`src/rtl/clock_hms_setter_if.sv`:
```
// Set-side bundle between the key/counter environment and clock_hms_setter.
// The master drives the debounced keys and the running time; the slave
// (the setter) returns the commit strobe, the values to load and the edit
// status.
//
// Commit protocol: `set` is a one-cycle strobe with no back-pressure. It acts
// as a valid that the counter must accept in the cycle it is high, with an
// implicit ready of 1. `set_h`/`set_m`/`set_s` are qualified by `set` and keep
// their last committed value afterwards.
interface clock_hms_setter_if;
    logic       key_mode;
    logic       key_inc;
    logic       key_dec;
    logic       key_cancel;
    logic [5:0] cur_h;
    logic [5:0] cur_m;
    logic [5:0] cur_s;
    logic       set;
    logic [5:0] set_h;
    logic [5:0] set_m;
    logic [5:0] set_s;
    logic       editing;
    logic [1:0] field;

    modport master (
        output key_mode, key_inc, key_dec, key_cancel,
        output cur_h, cur_m, cur_s,
        input  set, set_h, set_m, set_s, editing, field
    );

    modport slave (
        input  key_mode, key_inc, key_dec, key_cancel,
        input  cur_h, cur_m, cur_s,
        output set, set_h, set_m, set_s, editing, field
    );
endinterface

```
`src/rtl/clock_hms_setter.sv`:
```
// Button-driven time-setting controller for the h:m:s clock counter.
// The mode key enters edit with a snapshot of the running time and then steps
// through hour, minute and second. Inc and dec change the selected field with
// wrap-around. The last mode press commits the edited time with a one-cycle
// `set` strobe, and cancel abandons the edit.
module clock_hms_setter #(
    parameter int max_h = 12,
    parameter int max_m = 23,
    parameter int max_s = 41
) (
    input  logic                 clk,
    input  logic                 reset,      // asynchronous, active low
    clock_hms_setter_if.slave    bus,
    output logic [1:0]           dbg_state   // raw FSM state, for checkers
);

    // State codes equal the field numbers, so `field` is the state itself.
    typedef enum logic [1:0] {
        IDLE   = 2'd0,
        EDIT_H = 2'd1,
        EDIT_M = 2'd2,
        EDIT_S = 2'd3
    } state_t;

    localparam logic [5:0] MAX_H6 = 6'(max_h);
    localparam logic [5:0] MAX_M6 = 6'(max_m);
    localparam logic [5:0] MAX_S6 = 6'(max_s);
    localparam logic [5:0] TOP_H  = 6'(max_h - 1);
    localparam logic [5:0] TOP_M  = 6'(max_m - 1);
    localparam logic [5:0] TOP_S  = 6'(max_s - 1);

    state_t     state, state_n;
    logic [3:0] key_q;                       // {cancel, dec, inc, mode} history
    logic [5:0] edit_h, edit_m, edit_s;
    logic [5:0] edit_h_n, edit_m_n, edit_s_n;
    logic       set_q, set_n;
    logic [5:0] set_h_q, set_m_q, set_s_q;
    logic [5:0] set_h_n, set_m_n, set_s_n;

    logic [3:0] key_now;
    logic       mode_e, inc_e, dec_e, cancel_e, step_en;

    function automatic logic [5:0] step_up(input logic [5:0] v, input logic [5:0] top);
        return (v == top) ? 6'd0 : v + 6'd1;
    endfunction

    function automatic logic [5:0] step_dn(input logic [5:0] v, input logic [5:0] top);
        return (v == 6'd0) ? top : v - 6'd1;
    endfunction

    // Rising-edge detection. The history resets to 1 so that a key held
    // through reset release is not mistaken for a fresh press.
    assign key_now  = {bus.key_cancel, bus.key_dec, bus.key_inc, bus.key_mode};
    assign mode_e   = key_now[0] & ~key_q[0];
    assign inc_e    = key_now[1] & ~key_q[1];
    assign dec_e    = key_now[2] & ~key_q[2];
    assign cancel_e = key_now[3] & ~key_q[3];
    // inc and dec together cancel each other out.
    assign step_en  = inc_e ^ dec_e;

    // Registers: FSM state, key history, edit fields and commit outputs.
    always_ff @(posedge clk or negedge reset) begin
        if (!reset) begin
            state   <= IDLE;
            key_q   <= 4'b1111;
            edit_h  <= 6'd0;
            edit_m  <= 6'd0;
            edit_s  <= 6'd0;
            set_q   <= 1'b0;
            set_h_q <= 6'd0;
            set_m_q <= 6'd0;
            set_s_q <= 6'd0;
        end else begin
            state   <= state_n;
            key_q   <= key_now;
            edit_h  <= edit_h_n;
            edit_m  <= edit_m_n;
            edit_s  <= edit_s_n;
            set_q   <= set_n;
            set_h_q <= set_h_n;
            set_m_q <= set_m_n;
            set_s_q <= set_s_n;
        end
    end

    // Next state and edits. Priority is cancel, then mode, then inc/dec, so a
    // step arriving with a mode or cancel press is dropped.
    always_comb begin
        state_n  = state;
        edit_h_n = edit_h;
        edit_m_n = edit_m;
        edit_s_n = edit_s;
        set_n    = 1'b0;
        set_h_n  = set_h_q;
        set_m_n  = set_m_q;
        set_s_n  = set_s_q;
        case (state)
            IDLE: begin
                if (mode_e) begin
                    state_n  = EDIT_H;
                    // Out-of-range snapshot values load 0 so that the edit
                    // fields always stay inside their modulus.
                    edit_h_n = (bus.cur_h >= MAX_H6) ? 6'd0 : bus.cur_h;
                    edit_m_n = (bus.cur_m >= MAX_M6) ? 6'd0 : bus.cur_m;
                    edit_s_n = (bus.cur_s >= MAX_S6) ? 6'd0 : bus.cur_s;
                end
            end
            default: begin
                if (cancel_e) begin
                    state_n  = IDLE;
                    edit_h_n = 6'd0;
                    edit_m_n = 6'd0;
                    edit_s_n = 6'd0;
                end else if (mode_e) begin
                    case (state)
                        EDIT_H:  state_n = EDIT_M;
                        EDIT_M:  state_n = EDIT_S;
                        default: begin
                            state_n = IDLE;
                            set_n   = 1'b1;
                            set_h_n = edit_h;
                            set_m_n = edit_m;
                            set_s_n = edit_s;
                        end
                    endcase
                end else if (step_en) begin
                    case (state)
                        EDIT_H:  edit_h_n = inc_e ? step_up(edit_h, TOP_H) : step_dn(edit_h, TOP_H);
                        EDIT_M:  edit_m_n = inc_e ? step_up(edit_m, TOP_M) : step_dn(edit_m, TOP_M);
                        default: edit_s_n = inc_e ? step_up(edit_s, TOP_S) : step_dn(edit_s, TOP_S);
                    endcase
                end
            end
        endcase
    end

    assign bus.set     = set_q;
    assign bus.set_h   = set_h_q;
    assign bus.set_m   = set_m_q;
    assign bus.set_s   = set_s_q;
    assign bus.field   = state;
    assign bus.editing = (state != IDLE);
    assign dbg_state   = state;

endmodule

```
`src/flat_wrapper.sv`:
```
// flat-port wrapper written by rule: the top's interface ports become plain ports
module clock_hms_setter_flat 
#(
    parameter int max_h = 12,
    parameter int max_m = 23,
    parameter int max_s = 41
)
  (clk, reset, dbg_state, bus_key_mode, bus_key_inc, bus_key_dec, bus_key_cancel, bus_cur_h, bus_cur_m, bus_cur_s, bus_set, bus_set_h, bus_set_m, bus_set_s, bus_editing, bus_field);
  clock_hms_setter_if bus_i ();
  input  logic clk;
  input  logic reset;
  output logic [1:0] dbg_state;
  input wire logic [$bits(bus_i.key_mode)-1:0] bus_key_mode;
  input wire logic [$bits(bus_i.key_inc)-1:0] bus_key_inc;
  input wire logic [$bits(bus_i.key_dec)-1:0] bus_key_dec;
  input wire logic [$bits(bus_i.key_cancel)-1:0] bus_key_cancel;
  input wire logic [$bits(bus_i.cur_h)-1:0] bus_cur_h;
  input wire logic [$bits(bus_i.cur_m)-1:0] bus_cur_m;
  input wire logic [$bits(bus_i.cur_s)-1:0] bus_cur_s;
  output wire logic [$bits(bus_i.set)-1:0] bus_set;
  output wire logic [$bits(bus_i.set_h)-1:0] bus_set_h;
  output wire logic [$bits(bus_i.set_m)-1:0] bus_set_m;
  output wire logic [$bits(bus_i.set_s)-1:0] bus_set_s;
  output wire logic [$bits(bus_i.editing)-1:0] bus_editing;
  output wire logic [$bits(bus_i.field)-1:0] bus_field;
  assign bus_i.key_mode = bus_key_mode;
  assign bus_i.key_inc = bus_key_inc;
  assign bus_i.key_dec = bus_key_dec;
  assign bus_i.key_cancel = bus_key_cancel;
  assign bus_i.cur_h = bus_cur_h;
  assign bus_i.cur_m = bus_cur_m;
  assign bus_i.cur_s = bus_cur_s;
  assign bus_set = bus_i.set;
  assign bus_set_h = bus_i.set_h;
  assign bus_set_m = bus_i.set_m;
  assign bus_set_s = bus_i.set_s;
  assign bus_editing = bus_i.editing;
  assign bus_field = bus_i.field;
  clock_hms_setter #(.max_h(max_h), .max_m(max_m), .max_s(max_s)) u_core (.clk(clk), .reset(reset), .bus(bus_i), .dbg_state(dbg_state));
endmodule
```
`config.mk`:
```
export PLATFORM = sky130hd
export DESIGN_NAME = clock_hms_setter_flat
export DESIGN_NICKNAME = d
export VERILOG_FILES = /design/src/rtl/clock_hms_setter_if.sv /design/src/rtl/clock_hms_setter.sv /design/src/flat_wrapper.sv
export SDC_FILE = /design/constraint.sdc
export NUM_CORES = 1
export LEC_CHECK = 0
export ABC_AREA = 0
export CAP_MARGIN = 0
export CORE_MARGIN = 2
export CORE_UTILIZATION = 55
export DETAILED_ROUTE_END_ITERATION = 10
export DONT_BUFFER_PORTS = 1
export GPL_TIMING_DRIVEN = 0
export HOLD_SLACK_MARGIN = 0.12
export PLACE_DENSITY = 0.7
export SYNTH_ARGS = -nofsm -noshare
export SYNTH_HDL_FRONTEND = slang
export SYNTH_SLANG_ARGS = --single-unit
```
`constraint.sdc`:
```
create_clock -name clk -period 2.8 [get_ports clk]
set_clock_uncertainty 0.15 [all_clocks]
set_input_delay 0.28 -clock clk [delete_from_list [all_inputs] [get_ports clk]]
set_output_delay 0.28 -clock clk [all_outputs]
set_load 0.01 [all_outputs]
```
* After elaboration in Yosys (flattened, before gate mapping)
Index checks and enable logic that the tools add are counted.
Storage, ports and cells: flip-flop bits (word level) 43, bits of input ports 24, output and inout port bits 24, word-level logic and storage cells 92
Operators by class: $add $sub $neg 6, magnitude comparators 3, eq/ne operators 8, multiplexer cells 39, bitwise gates (word level) 12, reductions and logical operators 15
Operators with widths (number):
- two-way mux 6 bit | 30
- adder 6 x 1 -> 6 bit, second input constant | 3
- logical NOT 6 bit | 3
- subtractor 6 x 1 -> 6 bit, second input constant | 3
- AND reduction 4 bit | 4
- nonzero test 3 bit | 3
- two-way mux 2 bit | 4
- inverter 1 bit | 7
- equality test 6 x 4 -> 1 bit, second input constant | 1
- equality test 6 x 5 -> 1 bit, second input constant | 1
- equality test 6 bit, second input constant | 1
- >= comparator 6 x 4 -> 1 bit, second input constant | 1
- >= comparator 6 x 5 -> 1 bit, second input constant | 1
- >= comparator 6 bit, second input constant | 1
- AND 1 bit | 4
- two-way mux 1 bit | 4
- case mux 2 bit (2 select lines) | 1
- nonzero test 2 bit | 2
- inequality test 3 x 1 -> 1 bit, second input constant | 1
- inequality test 3 bit, second input constant | 1
- equality test 2 x 1 -> 1 bit, second input constant | 1
- equality test 2 bit, second input constant | 1
- logical NOT 2 bit | 1
- inequality test 2 x 1 -> 1 bit, second input constant | 1
- other kinds (3) | 3

* Logic depth before layout (Yosys ltp)
Gate-level depths: netlist (run 1).
word-level depth 8, mapped depth 9, depth with buffers taken out 7

* Least setup slack after synthesis (run 1)
Ideal clock, no wire load.
kind reg-to-reg, from register u_core.state[0], in the netlist u_core.bus.field[0], to register u_core.set_h_q[5], in the netlist u_core.bus.set_h[5], setup time 125 ps, arrival time 1843 ps, data required time 2525 ps, setup slack 682 ps, cell stages (with the launch flop) 9, path buffers 2, period minus slack after synthesis 2118 ps, cells stage by stage dfrtp_1 > inv_1 > ha_1 > buf_6 > clkinv_8 > nand2_4 > nor3_4 > buf_8 > mux2_4
Between the ends: cells in the longest elaborated chain, start to end 4, elaborated cells between the ends (all ways) 7, those cells by class eq/ne (2); bitwise (2); reduce/logical (3)
Ends and longest elaborated chain:
- start, declared | RTL line clock_hms_setter.sv:32 | state_t state, state_n;
- start signal, assigned | RTL line clock_hms_setter.sv:74 | state <= state_n;
- equality test 2 x 1 -> 1 bit or equality test 2 bit (tied branches) | RTL line clock_hms_setter.sv:115 | case (state)
- OR reduction 2 bit (no source line)
- inverter 1 bit (no source line)
- AND reduction 4 bit (no source line) (*)
- end signal, assigned | RTL line clock_hms_setter.sv:80 | set_h_q <= set_h_n;
- end, declared | RTL line clock_hms_setter.sv:37 | logic [5:0] set_h_q, set_m_q, set_s_q;
Every way passes the cells marked *; elsewhere a longest branch is shown, timed or not. A chain may end at the register's enable or synchronous reset.

* Final worst setup path (run 1)
from register u_core.edit_h[0], to register u_core.edit_h[0]
Between the ends: cells in the longest elaborated chain, start to end 8, elaborated cells between the ends (all ways) 12, those cells by class add/sub (2); eq/ne (1); mux (8); reduce/logical (1)
Ends and longest elaborated chain:
- start, declared | RTL line clock_hms_setter.sv:34 | logic [5:0] edit_h, edit_m, edit_s;
- start signal, assigned | RTL line clock_hms_setter.sv:76 | edit_h <= edit_h_n;
- subtractor 6 x 1 -> 6 bit (tied with other cells) | RTL line clock_hms_setter.sv:48 | return (v == 6'd0) ? top : v - 6'd1;
- two-way mux 6 bit, on equally long branches | RTL line clock_hms_setter.sv:48, clock_hms_setter.sv:44
- two-way mux 6 bit (*) | RTL line clock_hms_setter.sv:128 | EDIT_H: edit_h_n = inc_e ? step_up(edit_h, TOP_H) : step_dn(edit_h, TOP_H);
- two-way mux 6 bit (*) | RTL line clock_hms_setter.sv:127 | case (state)
- two-way mux 6 bit (*) | RTL line clock_hms_setter.sv:126 | end else if (step_en) begin
- two-way mux 6 bit (*) | RTL line clock_hms_setter.sv:114 | end else if (mode_e) begin
- two-way mux 6 bit (*) | RTL line clock_hms_setter.sv:109 | if (cancel_e) begin
- two-way mux 6 bit (*) | RTL line clock_hms_setter.sv:97 | case (state)
Every way passes the cells marked *; elsewhere a longest branch is shown, timed or not. The select of a mux whose other input is x is not followed.

==> impl_metrics.yaml, run 1 <==
power:
  p_comb_share_pct: 53.7
  peakVddDrop_mv: 0.5266
  power.share.clock_pct: 11.1
  p_sw_uw: 1558
  switching_share_pct: 44.63
  power_density_mw_per_mm2: 1059
  leakage_uw: 0.001365
  internal-power_uw: 1933
  p_seq_share_pct: 35.2
timing:
  fmax_mhz: 396.7
  slew_headroom_pct: 56.88
  report.final.hold_viol_count: 0
  worst-slew-pin-transition_ps: 644.7
  setup_violations: 0
  tns_ps: 0
  min_period_ps: 2521
  rsz0062_at_grt: "false"
  fin_ws_ps: 279.3
  drv_slew: 0
  min_period_over_period_pct: 90.03
synthesis:
  synth-main-ff-cell: "dfrtp_1"
  synth_most_common_cell: "dfrtp_1"
  yosys_warnings: 0
  synth-seq-area-share_pct: 37.53
  synthTopCellsByArea: "dfrtp_1 34%, ha_1 5.2%, mux2_4 4.7%, mux2_2 4.3%, dfstp_2 3.6%"
  synth_top_area_share_pct: 33.88
  synth-seq-cells: 43
  synth_common_cells: "39 x dfrtp_1, 28 x nor2_1, 17 x nand2_1, 17 x o21ai_0"
  synth_enable_flop_cells: 0
  syn_inst: 300
  synth_top_area_cell: "dfrtp_1"
  syn_area_per_cell_um2: 9.601
  syn-num-nets: 336
  syn_area_mm2: 0.002880
  synthArstFlopShare_pct: 100.0
  synth_cell_types: 67
clock_network:
  worstSkewPairLatency_ps: 300
  cts_num_sinks: 43
  cts-resized-gates: 0
  cts_tree: "done"
  clock_path_buffers: 2
  clk_pin_slew_ps: 80
  numCtsBuffers: 5
  htreeDepth: 2
  clockRootBuffer: "clkbuf_8"
run_status:
  outcome: "finished clean"
route:
  vias_per_cell: 6.105
  totalWireLength_um: 6620
  drt_pass1_iterations: 7
  ant_nets: 0
  dr.first_iter.drc_count: 227
  drc: 0
  wl_per_cell_um: 16.51
  vias: 2448
layout:
  area_delta_synth_final_pct: 14.47
  n_antenna_cell: 0
  drive_gt1_share_pct: 19.64
  fin_nets: 366
  layoutNonFillerInstCount: 401
  design_area_mm2: 0.003297
  post-route-util_pct: 64.97
placement:
  dp_cells: 370
  place_area_mm2: 0.002968
  hpwl_um: 4507
  place_ws_ps: 315.6
  routabilityCongestion: 0.8368
  port_buffers: 0
floorplanning:
  die_w_um: 76.37
  start_util_pct: 56.76
  coreArea_mm2: 0.005075
  die_height_um: 76.37
  rows: 26
  io_pins: 48
  dieArea_mm2: 0.005832
worst_setup_path:
  start_kind: "register"
  cp_cell_sequence: "inv_1, ha_1, or3b_2, o21ai_0, a32oi_1, dlygate4sd3_1, a21oi_1"
  critPathMaxFanout: 8
  crit_arrival_ps: 2600
  critPathTopFamily: "buffers and inverters"
  slowest_stage: "dlygate4sd3_1"
  endpoint_kind: "register"
  critPathKind: "reg2reg"
  crit_buf_inv: 2
  worst-endpoint-required_ps: 2880
  crit_path_max_incr_delay_ps: 580
grt:
  gr-usage-all-layers_pct: 23.33
  grt_pass1_vias: 2299
  antenna_found_initial: 0
  grt_max_degree: 44
  grt_pass1_wl_um: 11010
  grt-ovfl-total: 0
run:
  max-cap-violations: 0
min_path:
  hp-class: "in2reg"
[worst paths after layout]
check | start | endpoint | slack [ps] | depth (start not counted)
max in group asynchronous | reset | u_core.key_q[0]$_DFF_PN1_ | 1890 | 2
min in group asynchronous | reset | u_core.bus.set_m[0]$_DFFE_PN0P_ | 340 | 2
worst max register to register | u_core.edit_h[0]$_DFFE_PN0P_ | u_core.edit_h[0]$_DFFE_PN0P_ | 280 | 7
worst max-delay path | u_core.edit_h[0]$_DFFE_PN0P_ | u_core.edit_h[0]$_DFFE_PN0P_ | 280 | 7
worst min-delay path | bus_key_mode | u_core.bus.field[1]$_DFFE_PN0P_ | 120 | 3
worst min register to register | u_core.bus.set_h[3]$_DFFE_PN0P_ | u_core.bus.set_h[3]$_DFFE_PN0P_ | 430 | 1
[area by class of cell]
cell class	count	area [um^2]
multi-input cells	221	1598
flip-flops and latches	43	1081
clock inverters	1	5.005
clock buffers	7	76.32
plain buffers	22	136.4
inverters	14	65.06
well taps	70	87.58
fillers	411	1778
repair buffers	23	247.7
[power by group through the flow]
stage                     clock network [uW]  logic, uW  registers, uW
after floorplan                            0       1500           1160
after global placement                     0       1770           1240
after detailed placement                   0       1800           1240
after CTS                                400       1860           1230
after global routing                     424       2080           1280
final                                    387       1880           1230
[layer usage]
layer  part of all wire, %  GRT usage [%]  vias up
li1                      -              -     1163
met1                    44          30.59     1190
met2                    50          39.73       84
met3                   4.7          4.621       11
met4                   1.2          5.818        0
met5                     0              0        -
[flip-flops by register name, summed over array words and instances, names as in the netlist]
register,cells
u_core.bus.set_h,6
u_core.bus.set_m,6
u_core.bus.set_s,6
u_core.edit_h,6
u_core.edit_m,6
u_core.edit_s,6
u_core.key_q,4
u_core.bus.field,2
u_core.bus.set,1
[what timing repair did]
item                                   in CTS  in global routing
hold buffers                               23                  0
endpoints found under the hold margin      61                  0
buffers inserted                            0                  0
[worst register-to-register path, delay by kind of cell (launching register included)]
family	cells	cell delay, ps
AOI/OAI and AO/OA	3	450
adders and majority gates	1	180
buffers and inverters	2	690
DFF	1	470
and+or+nand+nor	1	510
[kinds of logic (layout without fill, tap and decap cells)]
group                    Yosys count  after routing  synth area share (%)
AND/OR/NAND/NOR                  101            101                 19.20
AO/OA/AOI/OAI                     81             81                 19.85
buffers and inverters             36             67                 6.994
XOR/XNOR                           5              5                 1.520
multiplexers                      22             22                 9.687
adder cells (fa/ha/maj)           12             12                 5.213
flip-flops                        43             43                 37.53
[through the flow]
stage | hold WS (ps) | total power [uW]
floorplan | -165.6 | 2663
global placement | -164.6 | 3012
detailed placement | -164.5 | 3041
CTS | 121.3 | 3491
global route | 150.3 | 3776
finish | 124.7 | 3492
[cell usage in the layout, fill, tap and decap left out, types with 5 or more instances in the layout]
cell type | Yosys | layout
nand3_1 | 12 | 12
buf_4 | 5 | 5
and3_1 | 5 | 5
nor2b_1 | 6 | 6
inv_1 | 13 | 13
dfrtp_1 | 39 | 39
mux2_2 | 11 | 11
dlygate4sd3_1 | 0 | 22
nand4_1 | 5 | 5
a21oi_1 | 12 | 12
buf_2 | 13 | 13
clkbuf_8 | 0 | 5
ha_1 | 12 | 12
o21ai_0 | 17 | 17
nor2_1 | 28 | 28
mux2_4 | 9 | 9
nand2_1 | 17 | 17
a31oi_1 | 12 | 12
Power figures use the tool's default switching activity.
==> run 2: changes to the inputs <==
Clock period 2.8 ns to 2.9 ns, I/O delays scaled along.
==> run 2 against run 1 <==
Compared with the run above:
- total power decreased by 3.4%
- utilization decreased by 0.20 points
- worst hold slack improved by 9.1 ps
- flip-flop and latch count unchanged
- combinational power decreased by 4%
- register-to-register slack improved by 90 ps
- sequential power decreased by 3%
- maximum frequency decreased by 0.37%
- global-route usage decreased by 0.051 points
- first-iteration DRC count decreased by 0.88%
- via count decreased by 1.4%
==> impl_metrics.yaml, run 2 (synthesis gave the netlist of run 1 again) <==
timing:
  min_period_over_period_pct: 87.24
  setup_violations: 0
  min_period_ps: 2530
  worst-slew-pin-transition_ps: 639.9
  drv_slew: 0
  slew_headroom_pct: 57.20
  rsz0062_at_grt: "false"
  fmax_mhz: 395.2
  report.final.hold_viol_count: 0
  tns_ps: 0
  fin_ws_ps: 369.9
route:
  ant_nets: 0
  drt_pass1_iterations: 7
  drc: 0
  wl_per_cell_um: 16.55
  dr.first_iter.drc_count: 225
  vias_per_cell: 6.033
  totalWireLength_um: 6619
  vias: 2413
floorplanning:
  die_w_um: 76.37
  coreArea_mm2: 0.005075
  dieArea_mm2: 0.005832
  io_pins: 48
  rows: 26
  die_height_um: 76.37
  start_util_pct: 56.76
power:
  internal-power_uw: 1866
  switching_share_pct: 44.67
  power.share.clock_pct: 11.1
  p_comb_share_pct: 53.7
  peakVddDrop_mv: 0.5078
  leakage_uw: 0.001361
  power_density_mw_per_mm2: 1026
  p_sw_uw: 1507
  p_seq_share_pct: 35.2
worst_setup_path:
  ff2ff_path_depth: 7
  r2r_start: "u_core.edit_h[0]$_DFFE_PN0P_"
  slowest_stage: "dlygate4sd3_1"
  cp_cell_sequence: "inv_1, ha_1, or3b_2, o21ai_0, a32oi_1, dlygate4sd3_1, a21oi_1"
  startpoint: "u_core.edit_h[0]$_DFFE_PN0P_"
  crit_buf_inv: 2
  critPathTopFamily: "buffers and inverters"
  crit_arrival_ps: 2610
  critPathMaxFanout: 8
  endpoint_kind: "register"
  start_kind: "register"
  rrSetupSlack_ps: 370
  critPathKind: "reg2reg"
  r2r-end: "u_core.edit_h[0]$_DFFE_PN0P_"
  worst-endpoint-required_ps: 2980
  crit_path_max_incr_delay_ps: 580
clock_network:
  htreeDepth: 2
  numCtsBuffers: 5
  cts_tree: "done"
  clock_path_buffers: 2
  cts-resized-gates: 0
  worstSkewPairLatency_ps: 300
  cts_num_sinks: 43
  clk_pin_slew_ps: 80
  cts_hold_buf: 22
  cts_setup_buffers: 0
  clockRootBuffer: "clkbuf_8"
placement:
  port_buffers: 0
  routabilityCongestion: 0.8368
  dp_cells: 370
  place_ws_ps: 415.6
  hpwl_um: 4507
min_path:
  hp-start: "bus_key_mode"
  holdPathStages: 3
  hp-class: "in2reg"
  hold_end: "u_core.bus.field[1]$_DFFE_PN0P_"
grt:
  grt-ovfl-total: 0
  gr-usage-all-layers_pct: 23.28
  grt_pass1_vias: 2291
  antenna_found_initial: 0
  grt_pass1_wl_um: 10980
  grt_max_degree: 44
layout:
  post-route-util_pct: 64.77
  fin_nets: 365
  n_antenna_cell: 0
  layoutNonFillerInstCount: 400
  final_common_cell: "dfrtp_1"
  area_delta_synth_final_pct: 14.12
  layout_common_cells: "39 x dfrtp_1, 28 x nor2_1, 21 x dlygate4sd3_1, 17 x o21ai_0, 17 x nand2_1"
  drive_gt1_share_pct: 19.70
  fillers: 414
run:
  max-cap-violations: 0
run_status:
  outcome: "finished clean"
-- run 2: worst max-delay path by stage --
| stage | end | depth (start not counted) | slack [ps] |
|---|---|---|---|
| after floorplan | u_core.bus.set_h[5]$_DFFE_PN0P_ | 8 | 780 |
| after global placement | u_core.bus.set_s[0]$_DFFE_PN0P_ | 8 | 450 |
| after detailed placement | u_core.bus.set_s[0]$_DFFE_PN0P_ | 8 | 420 |
| after CTS | u_core.bus.set_s[0]$_DFFE_PN0P_ | 8 | 400 |
| after global routing | u_core.edit_h[0]$_DFFE_PN0P_ | 7 | 210 |
| final | u_core.edit_h[0]$_DFFE_PN0P_ | 7 | 370 |
-- run 2: final cells by class --
cell class                 count  area (um^2)  area share [%]
buffer                        22        136.4           4.149
clock buffer                   7        76.32           2.322
clock inverter                 1        5.005          0.1523
inverter                      14        65.06           1.979
multi-input combinational    221         1598           48.61
sequential                    43         1081           32.89
tap                           70        87.58           2.665
timing repair buffer          22        237.7           7.233
-- run 2: metrics by stage --
stage | instance area, um^2 | hold slack (ps) | total power [uW]
final | 3287 | 133.7 | 3372
after detailed placement | 2968 | -154.5 | 2936
after global placement | 2968 | -154.6 | 2908
after global routing | 3287 | 160.3 | 3646
after CTS | 3287 | 125.8 | 3370
after floorplan | 2880 | -155.6 | 2571
-- run 2: worst reg2reg max path, delay by kind of cell (launching register included) --
kind	cells	cell delay (ps)
and+or+nand+nor	1	510
AOI/OAI and AO/OA	3	450
buffers and inverters	2	700
DFF	1	470
adders and majority gates	1	180
-- run 2: per-layer routing --
metal	vias up	share of wire (%)	global-route usage, %
met5	-	0	0
met3	8	5.0	4.621
met4	0	1.0	5.818
met2	89	50	39.65
met1	1156	44	30.51
li1	1160	-	-
-- run 2: power by group through the flow --
stage	Combinational (uW)	Clock (uW)	Sequential, uW
after floorplan	1450	0	1120
after global placement	1710	0	1200
after detailed placement	1740	0	1200
after CTS	1800	387	1190
after global routing	2000	410	1230
final	1810	374	1190
==> run 3: changes to the inputs <==
Settings changed: BUFFER_PORTS_ARGS from default to -buffer_cell sky130_fd_sc_hd__clkbuf_2, DONT_BUFFER_PORTS 1 to default, PLACE_DENSITY 0.7 to 0.78.
==> run 3 against run 2 <==
Compared with the run above:
- die area did not move
- flip-flop and latch count unchanged
- utilization increased by 2.0 points
- largest power group unchanged
==> impl_metrics.yaml, run 3 (synthesis gave the netlist of run 1 again) <==
power:
  peakVddDrop_mv: 0.5620
  p_sw_uw: 1566
  switching_share_pct: 44.57
  p_seq_share_pct: 31.4
  leakage_uw: 0.001515
  power.share.clock_pct: 10.8
  internal-power_uw: 1947
  p_comb_share_pct: 57.8
  power_density_mw_per_mm2: 1037
timing:
  slew_headroom_pct: 30.77
  worst-slew-pin-transition_ps: 1039
  fin_ws_ps: 550.5
  min_period_over_period_pct: 81.02
  report.final.hold_viol_count: 0
  fmax_mhz: 425.6
  fin_hold_ws_ps: 123.7
  drv_slew: 0
  min_period_ps: 2349
  tns_ps: 0
  setup_violations: 0
  rsz0062_at_grt: "false"
grt:
  grt_pass1_vias: 2479
  grt_max_degree: 44
  gr-usage-all-layers_pct: 24.44
  grt_pass1_wl_um: 11490
  antenna_found_initial: 0
  grt-ovfl-total: 0
worst_setup_path:
  critPathKind: "reg2reg"
  slowest_stage: "nor3_4"
  critPathTopFamily: "simple AND/OR/NAND/NOR gates"
  ff2ff_path_depth: 8
  crit_arrival_ps: 2390
  crit_cells: 8
  start_kind: "register"
  crit_path_max_incr_delay_ps: 510
  critPathMaxFanout: 10
  crit_buf_inv: 4
  worst-endpoint-required_ps: 2940
  endpoint_kind: "register"
  cp_cell_sequence: "inv_1, ha_1, buf_6, clkinv_8, nand2_4, nor3_4, buf_8, mux2_4"
layout:
  fin_nets: 400
  multiInputGateArea_mm2: 0.001598
  drive_gt1_share_pct: 30.96
  layout_common_cells: "47 x clkbuf_2, 39 x dfrtp_1, 28 x nor2_1, 17 x o21ai_0, 17 x nand2_1"
  final_common_cell: "clkbuf_2"
  regArea_mm2: 0.001081
  fillers: 447
  n_antenna_cell: 0
  area_delta_synth_final_pct: 17.59
placement:
  hpwl_um: 4692
  routabilityCongestion: 0.9115
  port_buffers: 47
  place_ws_ps: 553.7
run_status:
  outcome: "finished clean"
floorplanning:
  io_pins: 48
  dieArea_mm2: 0.005832
  die_height_um: 76.37
  die_w_um: 76.37
  start_util_pct: 56.76
  coreArea_mm2: 0.005075
  rows: 26
min_path:
  hp-class: "in2reg"
  holdPathStages: 3
clock_network:
  cts_tree: "done"
  cts_setup_buffers: 0
  clock_path_buffers: 2
  worstSkewPairLatency_ps: 310
  htreeDepth: 2
  cts-resized-gates: 0
  cts_num_sinks: 43
  cts_hold_buf: 10
  clockRootBuffer: "clkbuf_8"
  numCtsBuffers: 5
  clk_pin_slew_ps: 80
route:
  vias_per_cell: 5.883
  vias: 2559
  totalWireLength_um: 6644
  drc: 0
  wl_per_cell_um: 15.27
  ant_nets: 0
  drt_pass1_iterations: 5
  dr.first_iter.drc_count: 238
run:
  max-cap-violations: 0
-- run 3: cell types whose count changed in the layout (fill, tap and decap cells not counted) --
cell / previous run / this run
clkbuf_2: 0 / 47
dlygate4sd3_1: 21 / 10
clkbuf_1: 4 / 2
clkinv_2: 1 / 3
buf_16: 1 / 0
-- run 3: stage by stage --
step | instances | power, uW | util [%] | cell area (um^2)
CTS | 435 | 3502 | 66.74 | 3387
global placement | 417 | 3056 | 63.12 | 3203
global route | 435 | 3823 | 66.74 | 3387
finish | 435 | 3513 | 66.74 | 3387
floorplan | 300 | 2571 | - | 2880
detailed placement | 417 | 3112 | 63.12 | 3203
-- run 3: routing by layer --
layer | routed length [um] | GRT usage [%]
met5 | 0 | 0
met4 | 89 | 9.273
met3 | 359 | 5.095
met2 | 3211 | 39.38
met1 | 2984 | 32.51
-- run 3: path summary, 6_finish.rpt --
| kind | start | endpoint | slack, ps |
|---|---|---|---|
| max | u_core.bus.field[0]$_DFFE_PN0P_ | u_core.bus.set_s[1]$_DFFE_PN0P_ | 550 |
| min | bus_cur_s[5] | u_core.edit_s[5]$_DFFE_PN0P_ | 120 |
| max reg2reg | u_core.bus.field[0]$_DFFE_PN0P_ | u_core.bus.set_s[1]$_DFFE_PN0P_ | 550 |
| min reg2reg | u_core.bus.set_s[2]$_DFFE_PN0P_ | u_core.bus.set_s[2]$_DFFE_PN0P_ | 360 |
| max in group asynchronous | reset | u_core.edit_m[5]$_DFFE_PN0P_ | 1420 |
| min in group asynchronous | reset | u_core.bus.set_h[2]$_DFFE_PN0P_ | 540 |
-- run 3: worst register-to-register path, stage by stage, from the launching register on --
cell	delay, ps
dfrtp_1	410
inv_1	100
ha_1	210
buf_6	150
clkinv_8	70
nand2_4	80
nor3_4	510
buf_8	250
mux2_4	320
-- run 3: power groups by stage --
| stage | combinational (uW) | sequential (uW) | clock (uW) |
|---|---|---|---|
| 3_5_place_dp | 2000 | 1120 | 0 |
| 5_1_grt | 2250 | 1150 | 424 |
| 4_1_cts | 2010 | 1100 | 384 |
| 3_3_place_gp | 1950 | 1100 | 0 |
| 2_1_floorplan | 1450 | 1120 | 0 |
| 6_report | 2030 | 1100 | 380 |
-- run 3: layout make-up --
cell class              instances  area share [%]
plain buffers                  22           4.027
flip-flops and latches         43           31.92
inverters                      14           1.921
multi-input cells             221           47.17
repair buffers                 57           9.900
clock inverters                 3          0.4433
clock buffers                   5           2.032
well taps                      70           2.586
